===== src/rtl/sync_fifo_pkg.sv =====
// Shared definitions for the synchronous FIFO: read-mode encodings and default widths.
package sync_fifo_pkg;

  localparam int unsigned DATA_SIZE_DEF = 8;
  localparam int unsigned ADDR_SIZE_DEF = 3;

  typedef enum logic {
    MODE_REGISTERED = 1'b0,
    MODE_FWFT       = 1'b1
  } read_mode_e;

endpackage


===== src/rtl/sync_fifo_if.sv =====
// Write/read handshake and status bundle of sync_fifo; master = user side, slave = FIFO side.
interface sync_fifo_if
  import sync_fifo_pkg::*;
#(
  parameter int unsigned data_Size    = DATA_SIZE_DEF,
  parameter int unsigned address_Size = ADDR_SIZE_DEF
);

  logic                    w_Enable;
  logic [data_Size-1:0]    write_Data;
  logic                    r_Enable;
  logic                    err_Clear;
  logic [data_Size-1:0]    read_Data;
  logic                    read_Valid;
  logic                    fifo_Full;
  logic                    fifo_Empty;
  logic                    almost_Full;
  logic                    almost_Empty;
  logic [address_Size:0]   fill_Count;
  logic                    overflow;
  logic                    underflow;

  modport master (
    output w_Enable, write_Data, r_Enable, err_Clear,
    input  read_Data, read_Valid, fifo_Full, fifo_Empty,
           almost_Full, almost_Empty, fill_Count, overflow, underflow
  );

  modport slave (
    input  w_Enable, write_Data, r_Enable, err_Clear,
    output read_Data, read_Valid, fifo_Full, fifo_Empty,
           almost_Full, almost_Empty, fill_Count, overflow, underflow
  );

endinterface


===== src/rtl/sync_fifo_ram.sv =====
// FIFO storage array: one write port gated by the accepted-write strobe, asynchronous read, no reset.
module fifo_ram
  import sync_fifo_pkg::*;
#(
  parameter int unsigned data_Size    = DATA_SIZE_DEF,
  parameter int unsigned address_Size = ADDR_SIZE_DEF
) (
  input  logic                    i_clk,
  input  logic                    i_we,
  input  logic [address_Size-1:0] i_waddr,
  input  logic [data_Size-1:0]    i_wdata,
  input  logic [address_Size-1:0] i_raddr,
  output logic [data_Size-1:0]    o_rdata
);

  logic [data_Size-1:0] r_mem [0:(1<<address_Size)-1];

  always_ff @(posedge i_clk) begin
    if (i_we) begin
      r_mem[i_waddr] <= i_wdata;
    end
  end

  assign o_rdata = r_mem[i_raddr];

endmodule


===== src/rtl/sync_fifo.sv =====
// Synchronous FIFO with registered status flags, sticky overflow/underflow and
// selectable registered or first-word-fall-through read port.
module sync_fifo
  import sync_fifo_pkg::*;
#(
  parameter int unsigned data_Size        = DATA_SIZE_DEF,
  parameter int unsigned address_Size     = ADDR_SIZE_DEF,
  parameter int unsigned almost_Full_Thr  = 6,
  parameter int unsigned almost_Empty_Thr = 2,
  parameter bit          fwft_Mode        = 1'b0
) (
  input  logic         Clk,
  input  logic         Rst_n,
  sync_fifo_if.slave   bus
);

  localparam int unsigned PW   = address_Size + 1;
  localparam bit          FWFT = (read_mode_e'(fwft_Mode) == MODE_FWFT);

  logic [PW-1:0]        r_wr_ptr, r_rd_ptr, r_count;
  logic [PW-1:0]        w_wr_ptr_nxt, w_rd_ptr_nxt, w_count_nxt;
  logic                 r_full, r_empty, r_afull, r_aempty;
  logic                 r_ovf, r_udf, r_rd_valid;
  logic [data_Size-1:0] r_rd_data, w_ram_rdata;
  logic                 w_wr_acc, w_rd_acc, w_wr_rej, w_rd_rej;

  // Acceptance uses the registered flags, so a read+write on a full FIFO
  // drops the write and a read+write on an empty FIFO drops the read.
  always_comb begin
    w_wr_acc     = bus.w_Enable & ~r_full;
    w_rd_acc     = bus.r_Enable & ~r_empty;
    w_wr_rej     = bus.w_Enable & r_full;
    w_rd_rej     = bus.r_Enable & r_empty;
    w_wr_ptr_nxt = r_wr_ptr + PW'(w_wr_acc);
    w_rd_ptr_nxt = r_rd_ptr + PW'(w_rd_acc);
    w_count_nxt  = r_count;
    case ({w_wr_acc, w_rd_acc})
      2'b10:   w_count_nxt = r_count + PW'(1);
      2'b01:   w_count_nxt = r_count - PW'(1);
      default: w_count_nxt = r_count;
    endcase
  end

  always_ff @(posedge Clk) begin
    if (!Rst_n) begin
      r_wr_ptr   <= '0;
      r_rd_ptr   <= '0;
      r_count    <= '0;
      r_full     <= 1'b0;
      r_empty    <= 1'b1;
      r_afull    <= 1'b0;
      r_aempty   <= 1'b1;
      r_ovf      <= 1'b0;
      r_udf      <= 1'b0;
      r_rd_valid <= 1'b0;
      r_rd_data  <= '0;
    end else begin
      r_wr_ptr   <= w_wr_ptr_nxt;
      r_rd_ptr   <= w_rd_ptr_nxt;
      r_count    <= w_count_nxt;
      r_full     <= (w_wr_ptr_nxt[address_Size] != w_rd_ptr_nxt[address_Size]) &&
                    (w_wr_ptr_nxt[address_Size-1:0] == w_rd_ptr_nxt[address_Size-1:0]);
      r_empty    <= (w_wr_ptr_nxt == w_rd_ptr_nxt);
      r_afull    <= (32'(w_count_nxt) >= almost_Full_Thr);
      r_aempty   <= (32'(w_count_nxt) <= almost_Empty_Thr);
      // A new error in the same cycle as err_Clear keeps the flag set.
      r_ovf      <= w_wr_rej | (r_ovf & ~bus.err_Clear);
      r_udf      <= w_rd_rej | (r_udf & ~bus.err_Clear);
      r_rd_valid <= w_rd_acc;
      if (w_rd_acc) begin
        r_rd_data <= w_ram_rdata;
      end
    end
  end

  fifo_ram #(
    .data_Size    (data_Size),
    .address_Size (address_Size)
  ) u_ram (
    .i_clk   (Clk),
    .i_we    (w_wr_acc),
    .i_waddr (r_wr_ptr[address_Size-1:0]),
    .i_wdata (bus.write_Data),
    .i_raddr (r_rd_ptr[address_Size-1:0]),
    .o_rdata (w_ram_rdata)
  );

  // In FWFT mode the head word is shown directly; forced to zero while empty
  // so stale array contents never reach read_Data.
  assign bus.read_Valid   = FWFT ? ~r_empty : r_rd_valid;
  assign bus.read_Data    = FWFT ? (r_empty ? '0 : w_ram_rdata) : r_rd_data;
  assign bus.fifo_Full    = r_full;
  assign bus.fifo_Empty   = r_empty;
  assign bus.almost_Full  = r_afull;
  assign bus.almost_Empty = r_aempty;
  assign bus.fill_Count   = r_count;
  assign bus.overflow     = r_ovf;
  assign bus.underflow    = r_udf;

endmodule


===== src/flat_wrapper.sv =====
// flat-port wrapper written by rule: the top's interface ports become plain ports
module sync_fifo_flat import sync_fifo_pkg::*;
#(
  parameter int unsigned data_Size        = DATA_SIZE_DEF,
  parameter int unsigned address_Size     = ADDR_SIZE_DEF,
  parameter int unsigned almost_Full_Thr  = 6,
  parameter int unsigned almost_Empty_Thr = 2,
  parameter bit          fwft_Mode        = 1'b0
)
  (Clk, Rst_n, bus_w_Enable, bus_write_Data, bus_r_Enable, bus_err_Clear, bus_read_Data, bus_read_Valid, bus_fifo_Full, bus_fifo_Empty, bus_almost_Full, bus_almost_Empty, bus_fill_Count, bus_overflow, bus_underflow);
  sync_fifo_if #(.data_Size(data_Size), .address_Size(address_Size)) bus_i ();
  input  logic Clk;
  input  logic Rst_n;
  input wire logic [$bits(bus_i.w_Enable)-1:0] bus_w_Enable;
  input wire logic [$bits(bus_i.write_Data)-1:0] bus_write_Data;
  input wire logic [$bits(bus_i.r_Enable)-1:0] bus_r_Enable;
  input wire logic [$bits(bus_i.err_Clear)-1:0] bus_err_Clear;
  output wire logic [$bits(bus_i.read_Data)-1:0] bus_read_Data;
  output wire logic [$bits(bus_i.read_Valid)-1:0] bus_read_Valid;
  output wire logic [$bits(bus_i.fifo_Full)-1:0] bus_fifo_Full;
  output wire logic [$bits(bus_i.fifo_Empty)-1:0] bus_fifo_Empty;
  output wire logic [$bits(bus_i.almost_Full)-1:0] bus_almost_Full;
  output wire logic [$bits(bus_i.almost_Empty)-1:0] bus_almost_Empty;
  output wire logic [$bits(bus_i.fill_Count)-1:0] bus_fill_Count;
  output wire logic [$bits(bus_i.overflow)-1:0] bus_overflow;
  output wire logic [$bits(bus_i.underflow)-1:0] bus_underflow;
  assign bus_i.w_Enable = bus_w_Enable;
  assign bus_i.write_Data = bus_write_Data;
  assign bus_i.r_Enable = bus_r_Enable;
  assign bus_i.err_Clear = bus_err_Clear;
  assign bus_read_Data = bus_i.read_Data;
  assign bus_read_Valid = bus_i.read_Valid;
  assign bus_fifo_Full = bus_i.fifo_Full;
  assign bus_fifo_Empty = bus_i.fifo_Empty;
  assign bus_almost_Full = bus_i.almost_Full;
  assign bus_almost_Empty = bus_i.almost_Empty;
  assign bus_fill_Count = bus_i.fill_Count;
  assign bus_overflow = bus_i.overflow;
  assign bus_underflow = bus_i.underflow;
  sync_fifo #(.data_Size(data_Size), .address_Size(address_Size), .almost_Full_Thr(almost_Full_Thr), .almost_Empty_Thr(almost_Empty_Thr), .fwft_Mode(fwft_Mode)) u_core (.Clk(Clk), .Rst_n(Rst_n), .bus(bus_i));
endmodule

===== config.mk =====
export PLATFORM = sky130hd
export DESIGN_NAME = sync_fifo_flat
export DESIGN_NICKNAME = d
export VERILOG_FILES = /design/src/rtl/sync_fifo_pkg.sv /design/src/rtl/sync_fifo_if.sv /design/src/rtl/sync_fifo_ram.sv /design/src/rtl/sync_fifo.sv /design/src/flat_wrapper.sv
export SDC_FILE = /design/constraint.sdc
export NUM_CORES = 1
export LEC_CHECK = 0
export CAP_MARGIN = 20
export CORE_MARGIN = 2
export CORE_UTILIZATION = 61
export CTS_CLUSTER_SIZE = 10
export DETAILED_ROUTE_END_ITERATION = 6
export GPL_TIMING_DRIVEN = 1
export PLACE_DENSITY = 0.92
export SETUP_SLACK_MARGIN = 0.1
export SYNTH_ARGS = -nofsm -noshare
export SYNTH_HDL_FRONTEND = slang
export SYNTH_HIERARCHICAL = 1
export SYNTH_SLANG_ARGS = --single-unit

===== constraint.sdc =====
create_clock -name Clk -period 4.69 [get_ports Clk]
set_input_delay 0.469 -clock Clk [delete_from_list [all_inputs] [get_ports Clk]]
set_output_delay 0.469 -clock Clk [all_outputs]
set_load 0.02 [all_outputs]

==> impl_metrics.py, run 1 <==
metrics = {
    "synth": {
        "syn-num-nets": 247,
        "ys_warn_count": 6,
        "yosys.area_share.simple": 0.0861,
        "ys_ff_latch": 91,
        "yosysMostFrequentCell": "edfxtp_1",
        "ys.flop_type": "edfxtp_1",
        "synth_top_area_cell": "edfxtp_1",
        "syn_area_um2": 3720,
        "synth_top_family_by_area": "multiplexers",
        "ys_types": 41,
        "async_flop_share": 0,
        "synthXorXnorAreaFrac": 0.0282,
        "synth-edff-count": 64,
        "synth_compound_area_frac": 0.0363,
        "synth_commonest_cells": "edfxtp_1, dfxtp_1, nand2_1",
        "synth_top_area_frac": 0.516,
        "synthMuxAreaShare": 0.142,
        "seq_area_frac_synth": 0.662,
        "syn_inst": 228,
        "avgSynthCellArea_um2": 16.3,
        "synthTopCellsByArea": "edfxtp_1, dfxtp_1, mux4_1",
        "synth_fa_ha_area_frac": 0.0202,
    },
    "grt": {
        "grt_util_all_layers": 0.204,
        "grt_pass1_wl_mm": 9.54,
        "antenna_found_initial": 0,
        "gr-total-overflow": 0,
        "grt_max_degree": 28,
        "grt_pass1_vias": 1843,
    },
    "clocking": {
        "ctsResizeCount": 0,
        "cts.sinks": 91,
        "numCtsBuffers": 9,
        "ctsHoldBuffers": 0,
        "cts_tree": "done",
        "h-tree-depth": 3,
        "clockBufferDepth": 2,
        "postCtsSetupBuffers": 0,
        "cts.clk_slew.worst_paths_ns": 0.09,
        "clock_latency_ns": 0.36,
        "cts-root-buf": "clkbuf_8",
    },
    "drt": {
        "drt_iter0_drc": 71,
        "dr.pass1.iters": 4,
        "routed_via_density": 5.68,
        "routedWlPerCell_um": 17.7,
        "wl_mm": 6.05,
        "final_antenna_net_count": 0,
        "drc": 0,
        "vias": 1944,
    },
    "setup_path": {
        "crit_buf_inv": 2,
        "critPathTopFamily": "buffers and inverters",
        "crit_chain": "clkdlybuf4s50_1 > nand2b_1 > inv_2 > nand2_1 > xnor2_1 > ha_1 > a21oi_1 > xor2_1 > xnor2_1 > nand2b_1 > a31o_1",
        "worst_ep_required_time_ns": 4.95,
        "crit_slowest_cell": "clkdlybuf4s50_1",
        "end_kind": "flop",
        "crit_path_start": "bus_r_Enable",
        "r2r-start": "u_core/bus.fifo_Empty$_SDFF_PN1_",
        "max_stage_delay_ns": 0.48,
        "cp-start-kind": "input port",
        "arrival_ns": 2.73,
        "crit_type": "input port to flop",
        "path_max_fanout": 13,
    },
    "sta": {
        "tightest_slew_ns": 0.901,
        "fmax_mhz": 405,
        "drv_slew": 0,
        "hold_viol": 0,
        "slew-limit-headroom": 0.397,
        "totalNegativeSetupSlack_ns": 0,
        "period_minus_slack_ns": 2.47,
        "rsz0062_at_grt": "no",
        "period_share": 0.527,
        "fin_hold_ws_ns": 0.471,
        "skew_ns": 0.00837,
        "setup_viol": 0,
    },
    "cells_and_area": {
        "final_nets": 281,
        "syn2layout_area_growth_pct": 14.2,
        "antennaDiodeCount": 0,
        "drive_gt1_frac": 0.124,
        "fill_cells": 374,
        "design_area_um2": 4250,
    },
    "floorplanning": {
        "fp.dieH_um": 82.1,
        "die_w_um": 82.1,
        "num_rows": 28,
        "dieArea_um2": 6740,
        "core_area_um2": 5920,
        "io_pins": 32,
        "start_util": 0.629,
    },
    "min_path": {
        "hold_class": "flop to flop",
        "min_from": "u_core/bus.read_Data[4]$_SDFFE_PN0P_",
    },
    "status": {
        "status": "completed",
    },
    "placement": {
        "placed_area_um2": 4060,
        "portBuffers": 31,
        "dp_hpwl_mm": 3.96,
        "gp_congestion": 0.721,
    },
    "power_and_ir_drop": {
        "p_leak_uw": 0.00146,
        "worst_ir_drop_vdd_uv": 278,
        "pwr_density_cell_nw_per_um2": 401,
    },
    "job": {
        "max_cap_violations": 0,
    },
}
==> kinds of logic (layout without fill, tap and decap cells) <==
kind of cell               count (synthesis)  after routing
DFF                                       91             91
and+or+nand+nor                           60             60
muxes                                     26             26
AOI/OAI and AO/OA                         19             19
buffers and inverters                     14             53
xor gates and xnor gates                  12             12
adders and majority gates                  6              6
==> sequential cells by signal, indices dropped and copies added, names as in the netlist <==
name and flops:
u_core/bus.almost_Full 1, u_core/bus.underflow 1, u_core/bus.read_Valid 1, u_core/bus.fill_Count 4, u_core/r_wr_ptr 4, u_core/bus.overflow 1
u_core/r_rd_ptr 4, u_core/bus.fifo_Full 1, u_core/bus.fifo_Empty 1, u_core/bus.read_Data 8, u_core/u_ram/r_mem 64, u_core/bus.almost_Empty 1
==> through the flow <==
step           power, uW  cells  setup slack [ns]   util
6_report            1700    342              2.22  0.718
3_5_place_dp        1230    326              1.89  0.686
3_3_place_gp        1220    326              1.94  0.686
2_1_floorplan       1140    228              2.53      -
5_1_grt             1780    342              2.07  0.718
4_1_cts             1720    342              2.23  0.718
==> per-layer routing <==
metal	part of all wire	global-route usage	wire length (um)	vias to the layer above
li1	-	-	-	932
met1	0.43	0.249	2630	944
met2	0.51	0.346	3070	59
met3	0.045	0.0685	271	9
met4	0.013	0.0650	77	0
met5	0	0	0	-
==> tightest hold or removal path: cells and delay by family, from the launching register on <==
kind             cells  cell delay, ns
flip-flops           1            0.32
AO/OA/AOI/OAI        1            0.06
AND/OR/NAND/NOR      1            0.05
==> cell type report <==
| cell class | instances | area [um2] | share of cell area |
|---|---|---|---|
| Sequential cell | 91 | 2460 | 0.580 |
| Multi-Input combinational cell | 123 | 1160 | 0.274 |
| Timing Repair Buffer | 33 | 325 | 0.0766 |
| Clock buffer | 9 | 124 | 0.0292 |
| Tap cell | 75 | 93.8 | 0.0221 |
| Clock inverter | 7 | 66.3 | 0.0156 |
| Inverter | 4 | 15.0 | 0.00353 |
==> layout by cell type (no fill, tap or decap), types with 2 or more instances in the layout <==
| cell type | netlist | routed |
|---|---|---|
| a31oi_1 | 2 | 2 |
| mux2i_1 | 2 | 2 |
| dfxtp_1 | 27 | 27 |
| mux2_2 | 8 | 8 |
| nand3_1 | 2 | 2 |
| nor3_1 | 2 | 2 |
| nor2b_1 | 6 | 6 |
| clkinv_4 | 0 | 2 |
| clkdlybuf4s50_1 | 0 | 31 |
| xor2_1 | 7 | 7 |
| inv_1 | 3 | 3 |
| a21boi_0 | 8 | 8 |
| xnor2_1 | 5 | 5 |
| clkbuf_8 | 0 | 9 |
| ha_1 | 6 | 6 |
| nand2b_1 | 6 | 6 |
| buf_4 | 0 | 2 |
| nor2_1 | 7 | 7 |
| a22oi_1 | 2 | 2 |
| and2_1 | 7 | 7 |
| edfxtp_1 | 64 | 64 |
| nand2_1 | 22 | 22 |
| mux4_1 | 15 | 15 |
| a21oi_1 | 2 | 2 |
| inv_8 | 0 | 4 |
==> power by group <==
group	switching, uW	leakage (uW)	internal (uW)
Combinational	123	0.000561	142
Sequential	43.2	0.000802	901
Clock	288	0.0000987	207
Total	454	0.00146	1250
==> worst paths after layout <==
kind	end	slack, ns	cells after the start
worst min-delay path	u_core/bus.read_Data[4]$_SDFFE_PN0P_	0.47	2
worst min register to register	u_core/bus.read_Data[4]$_SDFFE_PN0P_	0.47	2
worst max-delay path	u_core/bus.almost_Full$_SDFF_PN0_	2.22	11
worst max register to register	u_core/bus.fifo_Empty$_SDFF_PN1_	2.37	8
No activity file was read; power rests on OpenSTA's default activity.
==> run 2, diff against run 1 <==
--- a/config.mk
+++ b/config.mk
@@ -7,11 +7,11 @@
 export LEC_CHECK = 0
 export CAP_MARGIN = 20
 export CORE_MARGIN = 2
-export CORE_UTILIZATION = 61
+export CORE_UTILIZATION = 57
 export CTS_CLUSTER_SIZE = 10
 export DETAILED_ROUTE_END_ITERATION = 6
 export GPL_TIMING_DRIVEN = 1
-export PLACE_DENSITY = 0.92
+export PLACE_DENSITY = 0.87
 export SETUP_SLACK_MARGIN = 0.1
 export SYNTH_ARGS = -nofsm -noshare
 export SYNTH_HDL_FRONTEND = slang
==> constraint.sdc (replaced) <==
create_clock -name Clk -period 2.6 [get_ports Clk]
set_input_delay 0.26 -clock Clk [delete_from_list [all_inputs] [get_ports Clk]]
set_output_delay 0.26 -clock Clk [all_outputs]
set_load 0.02 [all_outputs]
==> run 2 against run 1 <==
Sequential share of layout area is 0.92 points lower. Cell area is 1.6% higher. Critical path depth is 1 lower. Highest routed layer unchanged. Non-clock buffer count is 12 higher. Final cell count is 3.8% higher. Register-to-register slack worse by 1.8 ns.
==> impl_metrics.py, run 2 (same netlist as run 1, synthesis figures left out) <==
metrics = {
    "setup_path": {
        "cp-start-kind": "flop",
        "crit_cells": 10,
        "path_max_fanout": 13,
        "crit_chain": "nand2b_1 > inv_2 > nand2_1 > xnor2_1 > ha_1 > a21oi_1 > xor2_1 > xnor2_1 > nand2b_1 > and3_1",
        "crit_slowest_cell": "dfxtp_1",
        "worst_ep_required_time_ns": 2.84,
        "crit_buf_inv": 1,
        "r2r_cells": 10,
        "arrival_ns": 2.29,
        "critPathTopFamily": "simple AND/OR/NAND/NOR gates",
        "end_kind": "flop",
        "crit_type": "flop to flop",
        "max_stage_delay_ns": 0.33,
    },
    "sta": {
        "skew_ns": 0.0114,
        "drv_slew": 0,
        "fmax_mhz": 487,
        "slew-limit-headroom": 0.477,
        "setup_viol": 0,
        "period_share": 0.790,
        "totalNegativeSetupSlack_ns": 0,
        "hold_viol": 0,
        "tightest_slew_ns": 0.784,
        "rsz0062_at_grt": "no",
        "period_minus_slack_ns": 2.05,
    },
    "drt": {
        "vias": 2002,
        "drt_iter0_drc": 130,
        "wl_mm": 6.20,
        "final_antenna_net_count": 0,
        "dr.pass1.iters": 4,
        "routedWlPerCell_um": 17.5,
        "routed_via_density": 5.64,
        "drc": 0,
    },
    "cells_and_area": {
        "largest_reg_flops": 64,
        "final_cell_mix": "edfxtp_1, clkdlybuf4s50_1, dfxtp_1",
        "final_nets": 293,
        "syn2layout_area_growth_pct": 16.0,
        "antennaDiodeCount": 0,
        "top_register": "u_core/u_ram/r_mem",
        "drive_gt1_frac": 0.158,
        "fill_cells": 407,
        "fin_cells": 355,
        "final_common_cell": "edfxtp_1",
    },
    "min_path": {
        "hold_class": "flop to flop",
        "hold_depth": 2,
    },
    "floorplanning": {
        "die_w_um": 84.8,
        "fp.dieH_um": 84.8,
        "start_util": 0.586,
        "num_rows": 29,
        "io_pins": 32,
        "dieArea_um2": 7190,
        "core_area_um2": 6350,
    },
    "grt": {
        "antenna_found_initial": 0,
        "gr-total-overflow": 0,
        "grt_util_all_layers": 0.188,
        "grt_max_degree": 27,
        "grt_pass1_wl_mm": 10.1,
        "grt_pass1_vias": 1971,
    },
    "power_and_ir_drop": {
        "pwr_density_cell_nw_per_um2": 698,
        "worst_ir_drop_vdd_uv": 494,
        "finalPower_uw": 3010,
        "p_leak_uw": 0.00150,
    },
    "clocking": {
        "clockBufferDepth": 2,
        "cts-root-buf": "clkbuf_8",
        "postCtsSetupBuffers": 0,
        "numCtsBuffers": 9,
        "ctsResizeCount": 0,
        "h-tree-depth": 3,
        "cts_tree": "done",
        "clock_latency_ns": 0.34,
        "ctsHoldBuffers": 0,
        "cts.sinks": 91,
        "cts.clk_slew.worst_paths_ns": 0.09,
    },
    "job": {
        "max_cap_violations": 0,
    },
    "placement": {
        "portBuffers": 31,
        "dp_hpwl_mm": 4.22,
        "dp_cells": 340,
        "gp_congestion": 0.710,
    },
    "status": {
        "status": "completed",
    },
}
run 2: cell types whose count changed in the layout (fill, tap and decap cells not counted), sizes merged:
cell / change
clkinv: -3
buf: +12
inv: -3
clkbuf: +1
clkinvlp: +4
run 2: through the flow:
step                 util  hold WS, ns  setup slack, ns  area, um2
floorplan               -        0.359            0.439       3720
global route        0.680        0.493            0.394       4320
CTS                 0.680        0.469            0.564       4320
finish              0.680        0.464            0.546       4320
global placement    0.654        0.452            0.286       4150
detailed placement  0.654        0.457            0.250       4150
run 2: path summary, 6_finish.rpt:
path	to	slack, ns	startpoint
worst min register to register	u_core/bus.read_Data[2]$_SDFFE_PN0P_	0.46	u_core/bus.read_Data[2]$_SDFFE_PN0P_
worst min-delay path	u_core/bus.read_Data[2]$_SDFFE_PN0P_	0.46	u_core/bus.read_Data[2]$_SDFFE_PN0P_
worst max register to register	u_core/bus.fill_Count[2]$_SDFF_PN0_	0.55	u_core/bus.fifo_Empty$_SDFF_PN1_
worst max-delay path	u_core/bus.fill_Count[2]$_SDFF_PN0_	0.55	u_core/bus.fifo_Empty$_SDFF_PN1_
run 2: final cells by class:
| class | count | area, um2 | area share |
|---|---|---|---|
| clock buffer | 10 | 128 | 0.0296 |
| sequential | 91 | 2460 | 0.570 |
| tap | 77 | 96.3 | 0.0223 |
| timing repair buffer | 45 | 415 | 0.0962 |
| multi-input combinational | 123 | 1160 | 0.269 |
| inverter | 4 | 15.0 | 0.00348 |
| clock inverter | 5 | 38.8 | 0.00898 |
run 2: worst register-to-register path: stages, from the launching register on:
cell,delay [ns]
dfxtp_1,0.33
nand2b_1,0.17
inv_2,0.19
nand2_1,0.14
xnor2_1,0.15
ha_1,0.20
a21oi_1,0.16
xor2_1,0.19
xnor2_1,0.16
nand2b_1,0.09
and3_1,0.17
run 2: where the power goes:
part           switching (uW)  total (uW)  leakage, uW  internal [uW]
clock network             475         820    0.0000710            345
registers                60.9        1690     0.000802           1630
logic                     240         508     0.000624            268
total                     776        3010      0.00150           2240
run 2: routing by layer:
metal | up-vias | wire length (um) | global-route usage
li1 | 950 | - | -
met1 | 988 | 2730 | 0.246
met5 | - | 0 | 0
met2 | 54 | 3150 | 0.311
met4 | 0 | 109 | 0.0823
met3 | 10 | 201 | 0.0331
==> run 3, diff against run 2 <==
==> constraint.sdc (replaced) <==
create_clock -name Clk -period 2 [get_ports Clk]
set_input_delay 0.2 -clock Clk [delete_from_list [all_inputs] [get_ports Clk]]
set_output_delay 0.2 -clock Clk [all_outputs]
set_load 0.02 [all_outputs]
==> run 3 against run 2 <==
Register-to-register slack worse by 0.37 ns. Clock power grew 46%. Hold slack better by 0.0030 ns. Utilization is 2.9 points higher. Critical path type unchanged. Largest power group unchanged.
==> impl_metrics.py, run 3 (same netlist as run 1, synthesis figures left out) <==
metrics = {
    "power_and_ir_drop": {
        "p_comb_frac": 0.177,
        "p_leak_uw": 0.00157,
        "seq_power_share": 0.532,
        "clockPowerShare": 0.291,
        "pwr_density_cell_nw_per_um2": 916,
        "switchingPower_uw": 1130,
        "swShare": 0.273,
        "worst_ir_drop_vdd_uv": 686,
        "internal-power_uw": 3000,
    },
    "drt": {
        "drt_iter0_drc": 111,
        "routed_via_density": 5.57,
        "vias": 2028,
        "routedWlPerCell_um": 17.8,
        "dr.pass1.iters": 4,
        "drc": 0,
        "wl_mm": 6.48,
        "final_antenna_net_count": 0,
    },
    "cells_and_area": {
        "fin_cells": 364,
        "post-route-util": 0.709,
        "design_area_um2": 4500,
        "largest_reg_flops": 64,
        "drive_gt1_frac": 0.230,
        "syn2layout_area_growth_pct": 20.9,
        "final_nets": 301,
        "final_cell_mix": "edfxtp_1, clkdlybuf4s50_1, dfxtp_1",
        "top_register": "u_core/u_ram/r_mem",
        "antennaDiodeCount": 0,
        "final_common_cell": "edfxtp_1",
    },
    "setup_path": {
        "worst_ep_required_time_ns": 2.26,
        "crit_slowest_cell": "dfxtp_4",
        "crit_type": "flop to flop",
        "r2r_cells": 10,
        "max_stage_delay_ns": 0.36,
        "critPathTopFamily": "XOR/XNOR gates",
        "critical_path.most_common_cell": "xnor2_1",
        "crit_buf_inv": 1,
        "arrival_ns": 2.08,
        "end_kind": "flop",
        "crit_cells": 10,
        "cp-start-kind": "flop",
        "crit_chain": "nand2b_4 > inv_6 > nand2_1 > xnor2_1 > ha_2 > a21oi_2 > xor2_1 > xnor2_1 > nand2b_1 > a31o_1",
        "path_max_fanout": 5,
    },
    "placement": {
        "preCtsSetupSlack_ns": -0.216,
        "gp_congestion": 0.750,
        "placed_area_um2": 4260,
        "dp_hpwl_mm": 4.32,
        "dp_cells": 347,
        "portBuffers": 31,
    },
    "grt": {
        "grt_max_degree": 27,
        "gr-total-overflow": 0,
        "grt_pass1_wl_mm": 10.4,
        "grt_util_all_layers": 0.199,
        "grt_pass1_vias": 2061,
        "antenna_found_initial": 0,
    },
    "floorplanning": {
        "start_util": 0.586,
        "fp.dieH_um": 84.8,
        "io_pins": 32,
        "dieArea_um2": 7190,
        "die_w_um": 84.8,
        "core_area_um2": 6350,
        "num_rows": 29,
    },
    "sta": {
        "fmax_mhz": 549,
        "hold_viol": 0,
        "period_share": 0.911,
        "worst_slack_ns": 0.177,
        "totalNegativeSetupSlack_ns": 0,
        "tightest_slew_ns": 0.346,
        "period_minus_slack_ns": 1.82,
        "slew-limit-headroom": 0.769,
        "drv_slew": 0,
        "rsz0062_at_grt": "yes",
        "skew_ns": 0.0137,
        "setup_viol": 0,
    },
    "status": {
        "status": "completed",
    },
    "min_path": {
        "hold_class": "flop to flop",
        "hold_depth": 2,
    },
    "clocking": {
        "h-tree-depth": 3,
        "cts.clk_slew.worst_paths_ns": 0.10,
        "numCtsBuffers": 9,
        "clock_latency_ns": 0.36,
        "cts-root-buf": "clkbuf_8",
        "ctsHoldBuffers": 0,
        "clockBufferDepth": 2,
        "cts.sinks": 91,
        "cts_tree": "done",
    },
    "job": {
        "max_cap_violations": 0,
    },
}
[run 3: worst paths after layout]
kind / end / start / slack, ns
hold reg to reg: u_core/bus.read_Data[7]$_SDFFE_PN0P_ / u_core/bus.read_Data[7]$_SDFFE_PN0P_ / 0.47
setup reg to reg: u_core/bus.almost_Full$_SDFF_PN0_ / u_core/bus.fifo_Empty$_SDFF_PN1_ / 0.18
setup / recovery: u_core/bus.almost_Full$_SDFF_PN0_ / u_core/bus.fifo_Empty$_SDFF_PN1_ / 0.18
hold / removal: u_core/bus.read_Data[7]$_SDFFE_PN0P_ / u_core/bus.read_Data[7]$_SDFFE_PN0P_ / 0.47
[run 3: stage by stage]
step	hold WS [ns]	power [uW]
after global placement	0.452	2920
after floorplan	0.299	2700
after detailed placement	0.455	2950
after CTS	0.470	4140
after global routing	0.494	4280
final	0.467	4120
[run 3: what timing repair did]
action / in CTS / in global routing
setup buffers: 0 / 1
setup endpoints to repair: 0 / 6
resized for setup: 0 / 10
[run 3: worst register-to-register path, delay by kind of cell, from the launching register on]
family | cells | cell delay (ns)
adder cells (fa/ha/maj) | 1 | 0.19
AND/OR/NAND/NOR | 3 | 0.34
buffers and inverters | 1 | 0.07
AO/OA/AOI/OAI | 2 | 0.29
XOR/XNOR | 3 | 0.48
flip-flops | 1 | 0.36
[run 3: layout make-up]
| type | count | area [um2] |
|---|---|---|
| fill | 413 | 1850 |
| sequential | 91 | 2470 |
| timing repair buffer | 53 | 500 |
| multi-input combinational | 123 | 1230 |
| inverter | 4 | 20.0 |
| tap | 77 | 96.3 |
| clock buffer | 9 | 124 |
| clock inverter | 7 | 65.1 |
[run 3: layer usage]
metal	up-vias	GRT usage	routed length (um)
li1	971	-	-
met1	995	0.246	2750
met2	57	0.330	3300
met3	5	0.0457	350
met4	0	0.104	78
met5	-	0	0
[run 3: power groups by stage]
| stage | sequential [uW] | clock [uW] | combinational, uW |
|---|---|---|---|
| 2_1_floorplan | 2280 | 0 | 421 |
| 3_3_place_gp | 2230 | 0 | 695 |
| 3_5_place_dp | 2230 | 0 | 713 |
| 4_1_cts | 2190 | 1230 | 717 |
| 5_1_grt | 2210 | 1280 | 788 |
| 6_report | 2190 | 1200 | 730 |
